`src/rtl/io_bridge_pkg.sv`:
```
// io_bridge_pkg: shared FSM encoding and width helper for the io port bridge
package io_bridge_pkg;
  localparam logic [1:0] IDLE  = 2'd0;
  localparam logic [1:0] PULSE = 2'd1;
  localparam logic [1:0] HOLD  = 2'd2;
  function automatic int clog2(input int v);
    int r;
    r = 0;
    while ((1 << r) < v) r++;
    return r;
  endfunction
endpackage

```
`src/rtl/io_port_bridge_if.sv`:
```
// io_port_bridge_if: rx/tx streams plus the CPU port signals seen by the bridge
interface io_port_bridge_if;
  logic [7:0] rx_data;
  logic       rx_valid;
  logic       rx_ready;
  logic [7:0] In_port;
  logic       cpu_int;
  logic [7:0] Out_port;
  logic       HLT;
  logic [7:0] tx_data;
  logic       tx_valid;
  logic       tx_ready;
  modport slave (
    input  rx_data, rx_valid, Out_port, HLT, tx_ready,
    output rx_ready, In_port, cpu_int, tx_data, tx_valid
  );
  modport master (
    output rx_data, rx_valid, Out_port, HLT, tx_ready,
    input  rx_ready, In_port, cpu_int, tx_data, tx_valid
  );
endinterface

```
`src/rtl/sync_fifo.sv`:
```
// sync_fifo: power-of-two circular FIFO; push on full succeeds only with a same-cycle pop
module sync_fifo
  import io_bridge_pkg::*;
#(
  parameter int WIDTH = 8,
  parameter int DEPTH = 4
) (
  input  logic                    clk,
  input  logic                    rst,
  input  logic                    push,
  input  logic [WIDTH-1:0]        din,
  input  logic                    pop,
  output logic [WIDTH-1:0]        dout,
  output logic                    full,
  output logic                    empty,
  output logic [clog2(DEPTH):0]   count
);
  localparam int AW = clog2(DEPTH);
  logic [WIDTH-1:0] mem [DEPTH];
  logic [AW-1:0]    wr_ptr;
  logic [AW-1:0]    rd_ptr;
  logic             do_push;
  logic             do_pop;
  assign full    = count == (AW+1)'(DEPTH);
  assign empty   = count == '0;
  assign do_pop  = pop && !empty;
  assign do_push = push && (!full || do_pop);
  assign dout    = mem[rd_ptr];
  always_ff @(posedge clk or negedge rst) begin
    if (!rst) begin
      wr_ptr <= '0;
      rd_ptr <= '0;
      count  <= '0;
    end else begin
      wr_ptr <= do_push ? wr_ptr + AW'(1) : wr_ptr;
      rd_ptr <= do_pop ? rd_ptr + AW'(1) : rd_ptr;
      count  <= count + (AW+1)'(do_push) - (AW+1)'(do_pop);
    end
  end
  always_ff @(posedge clk)
    if (do_push) mem[wr_ptr] <= din;
endmodule

```
`src/rtl/io_port_bridge.sv`:
```
// io_port_bridge: feeds queued bytes to the CPU In_port with an int pulse, and queues Out_port changes for transmit
module io_port_bridge
  import io_bridge_pkg::*;
#(
  parameter int RX_DEPTH    = 4,
  parameter int TX_DEPTH    = 4,
  parameter int INT_PULSE   = 2,
  parameter int HOLD_CYCLES = 16
) (
  input  logic                      clk,
  input  logic                      rst,
  io_port_bridge_if.slave           bus,
  output logic [clog2(RX_DEPTH):0]  rx_count,
  output logic                      overrun
);
  localparam int CW = clog2(HOLD_CYCLES > INT_PULSE ? HOLD_CYCLES : INT_PULSE) + 1;
  logic [1:0]               state;
  logic [CW-1:0]            cnt;
  logic [7:0]               in_port;
  logic                     cpu_int;
  logic                     rx_avail;
  logic                     rx_full;
  logic                     rx_empty;
  logic [7:0]               rx_head;
  logic                     load;
  logic [7:0]               out_q;
  logic                     change;
  logic                     tx_full;
  logic                     tx_empty;
  logic                     tx_pop;
  logic [clog2(TX_DEPTH):0] tx_cnt;
  logic                     unused_tx;
  assign unused_tx    = ^tx_cnt;
  assign bus.rx_ready = !rx_full;
  assign bus.In_port  = in_port;
  assign bus.cpu_int  = cpu_int;
  assign bus.tx_valid = !tx_empty;
  assign change       = bus.Out_port != out_q;
  assign tx_pop       = bus.tx_ready && !tx_empty;
  // rx_avail lags occupancy by a cycle, so a fresh byte waits one extra edge before loading
  assign load         = state == IDLE && rx_avail && !rx_empty && !bus.HLT;
  sync_fifo #(.WIDTH(8), .DEPTH(RX_DEPTH)) u_rx (
    .clk   (clk),
    .rst   (rst),
    .push  (bus.rx_valid && !rx_full),
    .din   (bus.rx_data),
    .pop   (load),
    .dout  (rx_head),
    .full  (rx_full),
    .empty (rx_empty),
    .count (rx_count)
  );
  sync_fifo #(.WIDTH(8), .DEPTH(TX_DEPTH)) u_tx (
    .clk   (clk),
    .rst   (rst),
    .push  (change),
    .din   (bus.Out_port),
    .pop   (tx_pop),
    .dout  (bus.tx_data),
    .full  (tx_full),
    .empty (tx_empty),
    .count (tx_cnt)
  );
  always_ff @(posedge clk or negedge rst) begin
    if (!rst) begin
      state    <= IDLE;
      cnt      <= '0;
      in_port  <= '0;
      cpu_int  <= 1'b0;
      rx_avail <= 1'b0;
    end else begin
      rx_avail <= !rx_empty;
      if (load) begin
        in_port <= rx_head;
        cpu_int <= 1'b1;
        cnt     <= CW'(INT_PULSE - 1);
        state   <= PULSE;
      end else if (state == PULSE) begin
        cpu_int <= cnt != '0;
        cnt     <= cnt == '0 ? CW'(HOLD_CYCLES - 1) : cnt - CW'(1);
        state   <= cnt == '0 ? HOLD : PULSE;
      end else if (state == HOLD) begin
        cnt   <= cnt == '0 ? cnt : cnt - CW'(1);
        state <= cnt == '0 ? IDLE : HOLD;
      end
    end
  end
  // a change arriving on a full TX FIFO is lost unless the sink drains one the same cycle
  always_ff @(posedge clk or negedge rst) begin
    if (!rst) begin
      out_q   <= '0;
      overrun <= 1'b0;
    end else begin
      out_q   <= bus.Out_port;
      overrun <= overrun || (change && tx_full && !tx_pop);
    end
  end
endmodule

```
`src/flat_wrapper.sv`:
```
// flat-port wrapper written by rule: the top's interface ports become plain ports
module io_port_bridge_flat import io_bridge_pkg::*;
#(
  parameter int RX_DEPTH    = 4,
  parameter int TX_DEPTH    = 4,
  parameter int INT_PULSE   = 2,
  parameter int HOLD_CYCLES = 16
)
  (clk, rst, rx_count, overrun, bus_rx_data, bus_rx_valid, bus_Out_port, bus_HLT, bus_tx_ready, bus_rx_ready, bus_In_port, bus_cpu_int, bus_tx_data, bus_tx_valid);
  io_port_bridge_if bus_i ();
  input  logic clk;
  input  logic rst;
  output logic [clog2(RX_DEPTH):0] rx_count;
  output logic overrun;
  input wire logic [$bits(bus_i.rx_data)-1:0] bus_rx_data;
  input wire logic [$bits(bus_i.rx_valid)-1:0] bus_rx_valid;
  input wire logic [$bits(bus_i.Out_port)-1:0] bus_Out_port;
  input wire logic [$bits(bus_i.HLT)-1:0] bus_HLT;
  input wire logic [$bits(bus_i.tx_ready)-1:0] bus_tx_ready;
  output wire logic [$bits(bus_i.rx_ready)-1:0] bus_rx_ready;
  output wire logic [$bits(bus_i.In_port)-1:0] bus_In_port;
  output wire logic [$bits(bus_i.cpu_int)-1:0] bus_cpu_int;
  output wire logic [$bits(bus_i.tx_data)-1:0] bus_tx_data;
  output wire logic [$bits(bus_i.tx_valid)-1:0] bus_tx_valid;
  assign bus_i.rx_data = bus_rx_data;
  assign bus_i.rx_valid = bus_rx_valid;
  assign bus_i.Out_port = bus_Out_port;
  assign bus_i.HLT = bus_HLT;
  assign bus_i.tx_ready = bus_tx_ready;
  assign bus_rx_ready = bus_i.rx_ready;
  assign bus_In_port = bus_i.In_port;
  assign bus_cpu_int = bus_i.cpu_int;
  assign bus_tx_data = bus_i.tx_data;
  assign bus_tx_valid = bus_i.tx_valid;
  io_port_bridge #(.RX_DEPTH(RX_DEPTH), .TX_DEPTH(TX_DEPTH), .INT_PULSE(INT_PULSE), .HOLD_CYCLES(HOLD_CYCLES)) u_core (.clk(clk), .rst(rst), .bus(bus_i), .rx_count(rx_count), .overrun(overrun));
endmodule
```
`config.mk`:
```
export PLATFORM = sky130hd
export DESIGN_NAME = io_port_bridge_flat
export DESIGN_NICKNAME = d
export VERILOG_FILES = /design/src/rtl/io_bridge_pkg.sv /design/src/rtl/io_port_bridge_if.sv /design/src/rtl/sync_fifo.sv /design/src/rtl/io_port_bridge.sv /design/src/flat_wrapper.sv
export SDC_FILE = /design/constraint.sdc
export NUM_CORES = 1
export LEC_CHECK = 0
export CAP_MARGIN = 30
export CORE_AREA = 2 2 70 106
export CTS_BUF_LIST = sky130_fd_sc_hd__clkbuf_4 sky130_fd_sc_hd__clkbuf_8
export DETAILED_ROUTE_END_ITERATION = 10
export DIE_AREA = 0 0 72 108
export GPL_ROUTABILITY_DRIVEN = 0
export HOLD_SLACK_MARGIN = 0.03
export PLACE_DENSITY_LB_ADDON = 0.15
export SETUP_SLACK_MARGIN = 0.02
export SLEW_MARGIN = 20
export SYNTH_ARGS = -nofsm -noshare
export SYNTH_HDL_FRONTEND = slang
export SYNTH_SLANG_ARGS = --single-unit
```
`constraint.sdc`:
```
create_clock -name clk -period 6.57 [get_ports clk]
set_clock_uncertainty 0.2 [all_clocks]
set_input_delay 0.657 -clock clk [delete_from_list [all_inputs] [get_ports clk]]
set_output_delay 0.657 -clock clk [all_outputs]
set_load 0.005 [all_outputs]
```
# --- Yosys cells after proc, flatten, opt, wreduce, memory -nomap -nowiden ---
# Memory sizes are Yosys's and may differ from the RTL's. A register that Yosys moved wholly into a read port is not among the register bits.
# Cells that the tools add are included.
classes:
  n_addsub: 9
  n_reduce_logical: 29
  mux: 16
  eq_ne: 6
op_table:
  columns: ["operator", "n"]
  rows:
  - ["2-to-1 mux 5 bit", 5]
  - ["logical AND 1 bit", 11]
  - ["2-to-1 mux 2 bit", 5]
  - ["adder 2 x 1 -> 2 bit (second input constant)", 4]
  - ["!= test 8 bit", 1]
  - ["logical NOT 1 bit", 7]
  - ["adder 3 x 1 -> 3 bit", 2]
  - ["== test 3 bit (second input constant)", 2]
  - ["logical NOT 3 bit", 2]
  - ["2-to-1 mux 1 bit", 6]
  - ["subtractor 3 x 1 -> 3 bit", 2]
  - ["logical NOT 5 bit", 1]
  - ["nonzero test 5 bit", 1]
  - ["subtractor 5 x 1 -> 5 bit (second input constant)", 1]
  - ["logical OR 1 bit", 3]
  - ["!= test 3 x 2 -> 1 bit (second input constant)", 1]
  - ["nonzero test 3 bit", 1]
  - ["== test 2 x 1 -> 1 bit (second input constant)", 1]
  - ["== test 2 bit (second input constant)", 1]
  - ["logical NOT 2 bit", 1]
  - ["AND reduction 2 bit", 1]
  - ["nonzero test 2 bit", 1]
totals:
  mem_bits_rw: 64
  out_inout_bits: 23
  wordCells: 74
  reg_bits: 32
  inputBits: 21
  memories: 2
mem_list:
  columns: ["name", "words", "word_bits", "read_ports", "rd_clocked_by_memory_dff", "wr", "line", "text"]
  rows:
  - ["u_core.u_rx.mem", 4, 8, 1, 1, 1, "sync_fifo.sv:19", "logic [WIDTH-1:0] mem [DEPTH];"]
  - ["u_core.u_tx.mem", 4, 8, 1, 0, 1, "sync_fifo.sv:19", null]

# --- Logic depth before layout (Yosys ltp) ---
# Gate-level depths: netlist of run 1.
logic_depth:
  word_depth: 9
  ltp_mapped: 11
  ltp_nobuf: 10

# --- Cells and area by module ---
# From an unflattened synthesis of run 1, not the netlist that was laid out.
hier_totals:
  hier_cells: 247
  hier_area_um2: 4344.2
modules_own_cells:
  columns: ["module", "seq_area_each_um2", "area_per_inst_um2", "cells_per_inst", "n_inst"]
  rows:
  - ["sync_fifo", 1136.1, 1577.8, 77, 2]
  - ["io_port_bridge", 650.6, 1188.6, 93, 1]

# --- Worst setup path after synthesis of run 1 ---
# No wires, ideal clock.
synth_timing:
  kind: "flip-flop to flip-flop"
  startpoint: "reg u_core.u_rx.count[1]"
  endpoint: "reg u_core.u_rx.count[2]"
  arrival_time_ns: 2.310
  n_path_buf: 2
  path_stages_with_launch: 11
  required_time_ns: 6.247
  slack_ns: 3.937
  setup_time_ns: 0.123
  period_less_slack_ns: 2.633
  cell_sequence: "dfrtp_1 -> or3_4 -> and4b_1 -> buf_6 -> buf_8 -> ha_1 -> inv_1 -> ha_1 -> fa_1 -> xnor2_1 -> xnor2_1"
synth_via:
  elab_chain_len: 9
  word_cells_on_any_way: 12
  classes_between: "add/sub: 2; eq/ne: 1; reduce/logical: 9"
synth_lines:
  columns: ["item", "line", "text"]
  rows:
  - ["start: declaration", "sync_fifo.sv:16", "output logic [clog2(DEPTH):0] count"]
  - ["start signal: assignment", "sync_fifo.sv:37", "count <= count + (AW+1)'(do_push) - (AW+1)'(do_pop);"]
  - ["logical NOT 3 bit (*)", "sync_fifo.sv:25", "assign empty = count == '0;"]
  - ["logical NOT 1 bit (*)", "sync_fifo.sv:26, io_port_bridge.sv:41", null]
  - ["logical AND 1 bit (2 in series)", "io_port_bridge.sv:41", "assign load = state == IDLE && rx_avail && !rx_empty && !bus.HLT;"]
  - ["logical AND 1 bit (*)", "sync_fifo.sv:26", "assign do_pop = pop && !empty;"]
  - ["via u_core.u_rx.do_pop", "sync_fifo.sv:23", "logic do_pop;"]
  - ["logical OR 1 bit", "sync_fifo.sv:27", "assign do_push = push && (!full || do_pop);"]
  - ["logical AND 1 bit", "sync_fifo.sv:27", null]
  - ["adder 3 x 1 -> 3 bit", "sync_fifo.sv:37", null]
  - ["subtractor 3 x 1 -> 3 bit (*)", "sync_fifo.sv:37", null]
# Mark *: on every way through the listed nets, which the timed path passes. The rest lies on a longest branch.
# A chain may end at the register's enable or synchronous reset.

# --- Final worst setup path of run 1 ---
layout_timing:
  startpoint: "reg u_core.u_tx.rd_ptr[0]"
  endpoint: "out bus_tx_data[5]"
layout_via:
  elab_chain_len: 1
layout_lines:
  columns: ["item", "line", "text"]
  rows:
  - ["start: declaration", "sync_fifo.sv:21", "logic [AW-1:0] rd_ptr;"]
  - ["start signal: assignment", "sync_fifo.sv:36", "rd_ptr <= do_pop ? rd_ptr + AW'(1) : rd_ptr;"]
  - ["memory (4 x 8 bit)", null, null]
  - ["end: declaration", "flat_wrapper.sv:23", "output wire logic [$bits(bus_i.tx_data)-1:0] bus_tx_data;"]
# No other way between the ends.

==> results.md, run 1 <==
Run status:
- The flow ran to the end, and the final reports show no timing, DRC or antenna violations.

GRT:
- The first global-routing pass estimated 10500 um of wire.
- The total global routing track utilization is 0.188.
- The initial antenna violation count is 0.
- Summed over all layers, the global routing overflow is 0.
- Entering global routing, the biggest net connects 41 pins.
- The number of global-route vias before repair came to 2162.

Floorplanning:
- The die boundary width is 72 um.
- Measured along the y axis, the die boundary spans 108 um.
- The placement row count is 37.
- The effective utilization at floorplan is 0.620.
- The die area is 0.00778 mm^2.
- The floorplan core area is 0.00681 mm^2.
- The top-level I/O count is 44.

Timing:
- The post-layout minimum cycle time is 3.01 ns.
- The final worst-path setup slack is 3.56 ns.
- The worst pin sits at a relative slew slack of 0.428.
- The hold violation count in the final report is 0.
- The number of max-slew violations in the final report is 0.
- Setup repair after global routing left no endpoint under its margin.
- For the pin with the worst max-slew slack, the measured transition is 0.857 ns.
- The final setup violation count is 0.
- The final setup TNS is 0 ns.
- For this run, the top clock speed supported by timing is 332 MHz.
- Dividing the final minimum period by the clock period gives 0.458.
- The tightest hold margin is 0.296 ns.

Clock tree:
- TritonCTS built the clock tree.
- After clock tree synthesis, the repair step resized 0 gates.
- For this design, the sink count on the clock tree is 104.
- The post-CTS setup-driven buffer insertion count is 0.
- The number of buffers created by CTS is 9.
- The H-tree level count is 3.
- The cell at the root of the clock tree is clkbuf_8.
- Counting along the longest clock path gives a buffer depth of 2.
- The insertion delay of the later-clocked pin in the worst-skew pair is 0.37 ns.
- After clock tree synthesis, the clock-pin slew on the worst setup and hold paths is 0.10 ns.

Final layout:
- Leaving out filler cells and counting taps, the final layout contains 374.
- Summing all multi-input logic gate instances after layout gives 0.00118 mm^2.
- The area growth from synthesis to layout is 16.6%.
- At the end of the flow the core is filled with cells to 0.722.
- The layout filler cell count is 433.
- The count of nets after finishing is 331.
- The sequential cells in the finished layout cover a total of 0.00292 mm^2.
- The layout cell share with drive strength beyond 1 is 0.152.
- The number of inserted diodes is 0.

Logic synthesis:
- Summed over all instances, the cell type with the most area after synthesis is edfxtp_1.
- The most common cell in the synthesized netlist is edfxtp_1.
- The most used flip-flop cell after synthesis is edfxtp_1.
- The netlist area before placement is 0.00422 mm^2.
- The sequential element share of the synthesized area is 0.693.
- The commonest cells after synthesis are edfxtp_1, dfrtp_1, inv_1, ha_1, mux4_2.
- The async set or reset register ratio after synthesis is 0.385.
- When the netlist entered floorplanning its net count stood at 282.
- During synthesis, Yosys emitted a total of 0 warnings.
- After technology mapping, the gate count stands at 242.
- Counting flops and latches in the post-synthesis netlist gives 104.
- The proportion of netlist area held by the largest area contributor is 0.456.
- The synthesized netlist contains 34 unique library cells.
- In this run, synthesis inferred 64 flip-flops with an integrated enable.
- Sorting the synthesized cells by area gives the leading types as edfxtp_1, dfrtp_1, mux4_2.
- The post-synthesis average cell area is 17.4 um^2.

Power and ir drop:
- The total power density per cell area is 434 mW/mm^2.
- Summed over all cells, the static leakage comes to 1.90 nW.
- The peak ir drop on the vdd network is 0.000288 V.

Drt:
- The number of DRC markers after the initial detailed-route iteration is 100.
- The post-route antenna net violation count is 0.
- The mean number of vias per cell is 5.56.
- After detailed routing, the average wire length per cell comes to 17.1 um.
- The vias after detailed routing is 2079.
- The total wire length is 6410 um.
- For this run, the detailed router's first-pass iteration total came to 4.
- The number of DRC violations after detailed routing is 0.

Worst setup path:
- The worst-path maximum fanout is 10.
- STA classifies the critical path startpoint as a flip-flop.
- The data arrival time of the critical path is 2.15 ns.
- The biggest cell delay along the critical path is 0.74 ns.
- Walking the worst path, the cells encountered are mux4_2 > clkdlybuf4s50_1.
- The cell family contributing the most delay on the critical path is flip-flops.
- For the worst setup path, the data required time is 5.71 ns.
- In this run the critical register-to-register path is launched from u_core.u_rx.count[1]$_DFF_PN0_.
- Tracing the worst setup path back leads to its startpoint at u_core.u_tx.rd_ptr[0]$_DFFE_PN0N_.
- The element type at the critical path end is a primary output.
- The critical path class is reg2out.
- The buffer and inverter count on the worst path is 1.
- The slowest stage of the critical path belongs to the cell dfrtp_1.

Placed design:
- The setup slack at placement is 3.18 ns.
- The total instance count after detailed placement is 356.
- The number of port buffers is 43.
- The sum of net half-perimeters after detailed placement is 4480 um.

Run:
- Max-cap violations in this run came to 0.

Worst hold path:
- The worst hold path begins at u_core.overrun$_DFF_PN0_.
- The classification of the worst-slack hold path is reg2reg.
[per-stage QoR]
step                      instance area, um^2  power [mW]
after global routing                     4920        2.27
final                                    4920        2.14
after CTS                                4890        2.17
after global placement                   4690        1.76
after floorplan                          4220        1.49
after detailed placement                 4690        1.80
[state kept, by name, indices dropped and copies added (netlist names), 3 cells and up]
signal,cells
u_core.bus.In_port,8
u_core.u_rx.mem,32
u_core.u_tx.count,3
u_core.out_q,8
u_core.cnt,5
u_core.u_rx.count,3
u_core.u_tx.mem,32
[layer usage]
metal / track usage / vias to the layer above / wire, um
li1: - / 979 / -
met1: 0.198 / 1058 / 2410
met2: 0.347 / 35 / 3660
met3: 0.0596 / 7 / 246
met4: 0.0647 / 0 / 106
met5: 0 / - / 0
[cells in the final DEF (no fill, tap or decap), types with 2 or more instances in the layout]
| cell type | instances |
|---|---|
| and3_1 | 5 |
| clkbuf_8 | 9 |
| nor4_1 | 2 |
| xnor2_1 | 7 |
| fa_1 | 2 |
| mux2_2 | 10 |
| xor2_1 | 12 |
| nand3_1 | 2 |
| nand2_1 | 6 |
| dfrtp_1 | 40 |
| nor4b_1 | 2 |
| mux4_2 | 16 |
| edfxtp_1 | 64 |
| mux2i_1 | 2 |
| o21ai_0 | 2 |
| ha_1 | 17 |
| inv_1 | 18 |
| a211oi_1 | 2 |
| nor2_1 | 10 |
| clkdlybuf4s50_1 | 42 |
| inv_6 | 2 |
| and2_1 | 6 |
[what timing repair did]
item,in CTS,in global routing
setup endpoints to repair,0,0
hold buffers,0,1
hold endpoints to repair,0,8
[area by class of cell]
class / count / share of cell area
clock buffer: 10 / 0.0267
inverter: 18 / 0.0137
clock inverter: 6 / 0.0125
multi-input combinational: 113 / 0.240
sequential: 104 / 0.595
tap: 78 / 0.0199
timing repair buffer: 45 / 0.0926
[cells by family (layout without fill, tap and decap cells)]
logic type / after synthesis / in the layout / synth area share
compound gates: 8 / 8 / 0.0128
xor+xnor: 19 / 19 / 0.0395
fa+ha+maj: 19 / 19 / 0.0599
buf+inv: 25 / 79 / 0.0273
flops: 104 / 104 / 0.693
mux: 28 / 28 / 0.117
simple gates: 39 / 39 / 0.0507
[report_power, final]
group / internal, mW / switching [mW] / leakage (nW)
clock: 0.151 / 0.226 / 0.0956
sequential: 0.924 / 0.146 / 1.06
combinational: 0.413 / 0.276 / 0.745
[path summary, 6_finish.rpt]
| check | end | slack (ns) | cells after the start |
|---|---|---|---|
| min reg2reg | u_core.overrun$_DFF_PN0_ | 0.30 | 1 |
| min | u_core.overrun$_DFF_PN0_ | 0.30 | 1 |
| min in group asynchronous | u_core.u_rx.count[2]$_DFF_PN0_ | 0.47 | 2 |
| max in group asynchronous | u_core.cnt[3]$_DFFE_PN0P_ | 5.26 | 3 |
| max | bus_tx_data[5] | 3.56 | 2 |
| max reg2reg | u_core.u_rx.count[2]$_DFF_PN0_ | 3.64 | 8 |
Note: power is estimated with default switching activity, not from simulation.
==> run 2, diff against run 1 <==
Settings changed: CORE_AREA 2 2 70 106 to 2 2 73 110, DIE_AREA 0 0 72 108 to 0 0 75 112.
Clock period 6.57 ns to 3.1 ns, I/O delays scaled along.
==> run 2 against run 1 <==
  * Cell area is 1.3% higher
  * Largest power group unchanged
  * Sequential share of layout area is 0.78 points lower
  * Sequential power is 110% higher
  * Worst setup slack worse by 3.1 ns
  * First-iteration DRC count is 33% lower
  * Utilization is 5.5 points lower
  * Non-clock buffer count is 3 higher
  * Wire length is 1.8% lower
==> results.md, run 2 (same netlist as run 1, synthesis figures left out) <==
Worst setup path:
- The critical path class is reg2out.
- STA classifies the critical path endpoint as a primary output.
- The data arrival time of the critical path is 2.10 ns (-0.05 ns).
- The required arrival time at the worst endpoint is 2.59 ns (-3.12 ns).
- The worst-path maximum fanout came to 10 (unchanged).
- The kind of start point of the critical path is a flip-flop.

Timing:
- The final setup violation count was 0 (unchanged).
- The headroom to the max-slew limit is 0.604 (+0.175).
- The final setup TNS is 0 ns (unchanged).
- The highest achievable clock rate is 383 MHz.
- The post-layout minimum cycle time is 2.61 ns.
- Dividing the final minimum period by the clock period gives 0.843.
- The hold violation count in the final report is 0 (unchanged).
- The measured slew at the worst slew-check pin is 0.595 ns (-0.262 ns).
- The number of max-slew violations in the final report is 0 (unchanged).
- Setup repair after global routing left no endpoint under its margin.

Floorplanning:
- The floorplan core area is 0.00747 mm^2 (+9.7%).
- The placement row count is 39 (+5.4%).
- The top-level I/O count is 44 (unchanged).
- The die area is 0.00840 mm^2 (+8.0%).
- The die boundary width is 75 um (+4.2%).
- The effective utilization at floorplan is 0.565 (-0.0548).
- The y dimension of the die is 112 um (+3.7%).

Drt:
- The post-route antenna net violation count is 0 (unchanged).
- The mean number of vias per cell is 5.18 (-6.9%).
- The number of DRC violations after detailed routing came to 0 (unchanged).
- The vias after detailed routing is 2076 (-0.14%).
- The total wire length is 6300 um (-1.8%).
- The number of DRC markers after the initial detailed-route iteration is 67 (-33%).
- The routed length per instance is 15.7 um (-8.4%).
- The first-pass detailed-route iteration total is 4 (unchanged).

Power and ir drop:
- The total power density per cell area came to 919 mW/mm^2 (+110%).
- The overall power of the completed layout was 4.58 mW (+110%).
- The leakage power is 1.93 nW (+1.4%).
- The peak ir drop on the vdd network was 0.000520 V (+80%).

GRT:
- The initial antenna violation count is 0 (unchanged).
- The maximum number of pins on one net before global-route repair was 41 (unchanged).
- The wire length of the first global-routing pass is 10300 um (-2.1%).
- The number of global-route vias before repair is 2168 (+0.28%).
- The total congestion overflow after global routing is 0 (unchanged).
- The total global routing track utilization is 0.171 (-0.0173).

Final layout:
- The most common cell after layout, fill and taps aside is edfxtp_1.
- The number of inserted diodes was 0 (unchanged).
- The area growth from synthesis to layout is 18.1%.
- The top cell types in the final layout, fill and taps aside, are edfxtp_1, clkdlybuf4s50_1, dfrtp_1.
- The count of nets after finishing is 334 (+0.91%).
- The largest registers in the layout are u_core.u_rx.mem: 32 flops, u_core.u_tx.mem: 32 flops.
- The final design utilization is 0.667 (-0.0552).
- The layout cell share with drive strength beyond 1 is 0.161 (+0.00851).

Clock tree:
- The H-tree level count is 3 (unchanged).
- The maximum buffer depth of the clock tree is 2 (unchanged).
- The number of hold buffers added after CTS is 1 (+1).
- The number of buffers created by CTS is 9 (unchanged).
- The CTS sink count is 104 (unchanged).
- TritonCTS built the clock tree.
- The post-CTS setup-driven buffer insertion count is 0 (unchanged).
- The clock transition at the registers of the reported paths is 0.09 ns (about the same).
- The cell sitting at the root of the clock tree is a clkbuf_8.
- The insertion delay of the later-clocked pin in the worst-skew pair is 0.36 ns (about the same).
- The quantity of gates resized following cts is 0 (unchanged).

Worst hold path:
- The classification of the worst-slack hold path is in2async.

Placed design:
- The number of port buffers is 43 (unchanged).
- The sum of net half-perimeters after detailed placement came to 4250 um (-5.1%).

Run:
- The number of max-cap violations is 0 (unchanged).

Run status:
- The run finished with clean final reports.
[run 2: cell count changes in the layout (fill, tap and decap cells not counted), sizes merged]
cell / delta
clkinvlp: -1
clkbuf: +2
inv: -2
buf: +3
bufinv: +1
[run 2: per-layer routing]
layer  up-vias  global-route usage  routed length, um
li1        983                   -                  -
met1      1044               0.200               2490
met2        39               0.287               3460
met3        10              0.0416                217
met4         0              0.0786                135
met5         -                   0                  0
[run 2: layout make-up]
type | count | area, um^2
Clock buffer | 12 | 153
Clock inverter | 4 | 52.6
Fill cell | 541 | 2480
Inverter | 18 | 67.6
Multi-Input combinational cell | 113 | 1180
Sequential cell | 104 | 2920
Tap cell | 102 | 128
Timing Repair Buffer | 48 | 478
[run 2: critical path, stage by stage (launching register included)]
cell	delay (ns)
dfrtp_1	0.72
mux4_2	0.57
clkdlybuf4s50_1	0.45
[run 2: final timing paths]
check / start / end / slack (ns) / depth (start not counted)
worst min register to register: u_core.overrun$_DFF_PN0_ / u_core.overrun$_DFF_PN0_ / 0.27 / 1
worst max-delay path: u_core.u_tx.rd_ptr[0]$_DFFE_PN0N_ / bus_tx_data[1] / 0.49 / 2
worst min-delay path: rst / u_core.bus.In_port[3]$_DFFE_PN0N_ / 0.16 / 2
max in group asynchronous: rst / u_core.cnt[0]$_DFFE_PN0P_ / 2.08 / 3
worst max register to register: u_core.u_rx.count[1]$_DFF_PN0_ / u_core.u_rx.count[2]$_DFF_PN0_ / 0.64 / 8
min in group clk: u_core.overrun$_DFF_PN0_ / u_core.overrun$_DFF_PN0_ / 0.27 / 1
[run 2: report_power, final]
part | leakage [nW] | total [mW] | internal [mW] | switching (mW)
combinational | 0.760 | 1.46 | 0.881 | 0.580
clock | 0.108 | 0.852 | 0.417 | 0.435
sequential | 1.06 | 2.26 | 1.96 | 0.303
total | 1.93 | 4.58 | 3.26 | 1.32
[run 2: per-stage QoR]
step	area (um^2)	std cells	hold slack, ns	setup slack, ns
after global routing	4980	401	0.159	0.330
after global placement	4750	383	0.259	0.278
after detailed placement	4750	383	0.260	0.255
after floorplan	4220	242	-0.186	0.467
after CTS	4960	400	0.281	0.407
final	4980	401	0.158	0.486
==> run 3, diff against run 2 <==
Settings changed: CORE_AREA 2 2 73 110 to 2 2 76 115, DIE_AREA 0 0 75 112 to 0 0 78 117.
Clock period 3.1 ns to 2.4 ns, I/O delays scaled along.
==> run 3 against run 2 <==
  * Sequential power increased by 27%
  * Critical path depth up 6
  * Wire length grew 7.2%
  * Sequential share of layout area is 2.1 points lower
  * Flip-flop and latch count stayed put
  * Worst hold slack better by 0.074 ns
  * Utilization fell by 3.7 points
  * Total power up 32%
  * Critical endpoint is now u_core.u_rx.count[2]$_DFF_PN0_
  * Largest cell class unchanged
==> results.md, run 3 (same netlist as run 1, synthesis figures left out) <==
Run status:
- The run finished with clean final reports.

Drt:
- The mean number of vias per cell is 5.00 (-3.4%).
- The vias after detailed routing is 2125 (+2.4%).
- The first-pass detailed-route iteration total is 4 (unchanged).
- The post-route antenna net violation count is 0 (unchanged).
- The number of DRC markers after the initial detailed-route iteration is 83 (+24%).
- The total wire length is 6750 um (+7.2%).
- The routed length per instance is 15.9 um (+1.2%).
- The number of DRC violations after detailed routing was 0 (unchanged).

Clock tree:
- The cell at the root of the clock tree is clkbuf_8.
- The CTS sink count is 104 (unchanged).
- The clock tree from TritonCTS is yes.
- The H-tree level count is 3 (unchanged).
- The post-CTS setup-driven buffer insertion count came to 0 (unchanged).
- The number of buffers created by CTS is 9 (unchanged).
- The maximum buffer depth of the clock tree is 2 (unchanged).
- The clock transition at the registers of the reported paths was 0.09 ns (about the same).
- The insertion delay of the later-clocked pin in the worst-skew pair is 0.36 ns (about the same).

Floorplanning:
- The y dimension of the die was 117 um (+4.5%).
- The effective utilization at floorplan is 0.514 (-0.0511).
- The die area is 0.00913 mm^2 (+8.6%).
- The die boundary width is 78 um (+4.0%).
- The floorplan core area is 0.00821 mm^2 (+9.9%).
- The placement row count is 41 (+5.1%).
- The top-level I/O count is 44 (unchanged).

Power and ir drop:
- The peak ir drop on the vdd network came to 0.000689 V (+33%).
- The total power density per cell area is 1160 mW/mm^2 (+27%).
- The leakage power is 2.02 nW (+4.8%).

GRT:
- The met3 track demand over resource in global routing is 0.0284 (-0.0133).
- The maximum number of pins on one net before global-route repair is 28 (-32%).
- The met2 track demand over resource is 0.299 (+0.0117).
- The total global routing track utilization is 0.164 (-0.00623).
- The initial antenna violation count is 0 (unchanged).
- The global routing met1 resource utilization is 0.180 (-0.0201).
- The total congestion overflow after global routing is 0 (unchanged).
- met2 is the most crowded layer.
- The number of global-route vias before repair was 2270 (+4.7%).
- The wire length of the first global-routing pass is 10800 um (+5.0%).

Timing:
- The post-layout minimum cycle time is 2.37 ns.
- The measured slew at the worst slew-check pin is 0.645 ns (+0.0502 ns).
- The number of max-slew violations in the final report is 0 (unchanged).
- The final setup violation count came to 0 (unchanged).
- Setup repair after global routing could not meet its margin everywhere.
- The hold violation count in the final report came to 0 (unchanged).
- The tightest hold margin is 0.232 ns (+0.0735 ns).
- Timing would allow up to 422 MHz.
- The final period utilization is 0.987.
- The headroom to the max-slew limit came to 0.570 (-0.0335).

Final layout:
- Relative to the synthesized area, the layout overhead comes to 22.5%.
- The final standard cell count with taps included and fillers excluded is 425 (+6.0%).
- The number of inserted diodes is 0 (unchanged).
- The layout filler cell count was 644 (+19%).
- The layout cell share with drive strength beyond 1 is 0.223 (+0.0627).
- The library cell used most frequently in the layout, excluding fill and tap cells, is edfxtp_1.
- The top cell types in the final layout, fill and taps aside, are edfxtp_1, clkdlybuf4s50_1, dfrtp_1.
- The count of nets after finishing was 354 (+6.0%).
- The largest registers in the layout are u_core.u_rx.mem: 32 flops, u_core.u_tx.mem: 32 flops.

Worst setup path:
- The worst setup path is of the reg2reg kind.
- The highest-delay cell along the critical path is dfrtp_1.
- Walking the worst path, the cells encountered are or3_4 > and4b_1 > ha_4 > inv_2 > ha_4 > fa_2 > xnor2_2 > xnor2_1.
- The worst-path maximum fanout came to 2 (-8).
- The kind of start point of the critical path is a flip-flop.
- The buffer and inverter count on the worst path came to 1 (unchanged).
- Grouping stages by cell kind, the critical path spends the most delay in adder cells.
- The data arrival time of the critical path is 2.42 ns (+0.32 ns).
- The most numerous cell on the critical path is ha_4.
- The biggest cell delay along the critical path is 0.39 ns (-0.33 ns).
- The required arrival time at the worst endpoint is 2.45 ns (-0.14 ns).
- The element type at the critical path end is a flip-flop.

Placed design:
- The number of port buffers is 43 (unchanged).
- The total instance count after detailed placement came to 407 (+6.3%).
- The sum of net half-perimeters after detailed placement is 4750 um (+12%).

Worst hold path:
- The worst hold path belongs to the class in2async.

Run:
- The number of max-cap violations was 0 (unchanged).
run 3: path summary, 6_finish.rpt:
check	from	to	slack, ns	depth (start not counted)
max reg2reg	u_core.u_rx.count[1]$_DFF_PN0_	u_core.u_rx.count[2]$_DFF_PN0_	0.03	8
max	u_core.u_rx.count[1]$_DFF_PN0_	u_core.u_rx.count[2]$_DFF_PN0_	0.03	8
min in group clk	u_core.overrun$_DFF_PN0_	u_core.overrun$_DFF_PN0_	0.29	1
max in group asynchronous	rst	u_core.out_q[4]$_DFF_PN0_	1.19	3
min	rst	u_core.u_tx.count[2]$_DFF_PN0_	0.23	2
min reg2reg	u_core.overrun$_DFF_PN0_	u_core.overrun$_DFF_PN0_	0.29	1
run 3: stage by stage:
stage          setup TNS, ns  cell area [um^2]  utilization  setup WS [ns]  total power, mW
2_1_floorplan         -0.182              4240            -         -0.158             4.10
3_3_place_gp           -3.83              4910        0.598         -0.327             4.96
3_5_place_dp           -4.93              4910        0.598         -0.343             5.05
4_1_cts                    0              5120        0.624         0.0126             6.10
5_1_grt              -0.0714              5170        0.630        -0.0396             6.41
6_report                   0              5170        0.630         0.0307             6.02
run 3: cell type report:
| class | count | area (um^2) | area share |
|---|---|---|---|
| Clock buffer | 9 | 124 | 0.0240 |
| Clock inverter | 6 | 51.3 | 0.00992 |
| Inverter | 18 | 67.6 | 0.0131 |
| Multi-Input combinational cell | 113 | 1230 | 0.239 |
| Sequential cell | 104 | 2920 | 0.565 |
| Tap cell | 107 | 134 | 0.0259 |
| Timing Repair Buffer | 68 | 636 | 0.123 |
run 3: layer usage:
metal  wire length, um  share of wire
met5                 0              0
met4               174          0.026
met3               202          0.030
met2              3720           0.55
met1              2660           0.39
run 3: worst register-to-register path: stages, from the launching register on:
cell and delay (ns):
dfrtp_1 0.39, or3_4 0.39, and4b_1 0.22, ha_4 0.27, inv_2 0.04, ha_4 0.15
fa_2 0.35, xnor2_2 0.14, xnor2_1 0.12
run 3: power by group:
group | leakage [nW] | switching (mW) | internal [mW]
registers | 1.06 | 0.342 | 2.53
logic | 0.869 | 0.868 | 1.28
clock network | 0.0914 | 0.536 | 0.462
run 3: timing repair:
item	4_1_cts	5_1_grt
gates resized for setup	3	7
setup endpoints to repair	5	5
hold buffers	1	2
endpoints found under the hold margin	25	1
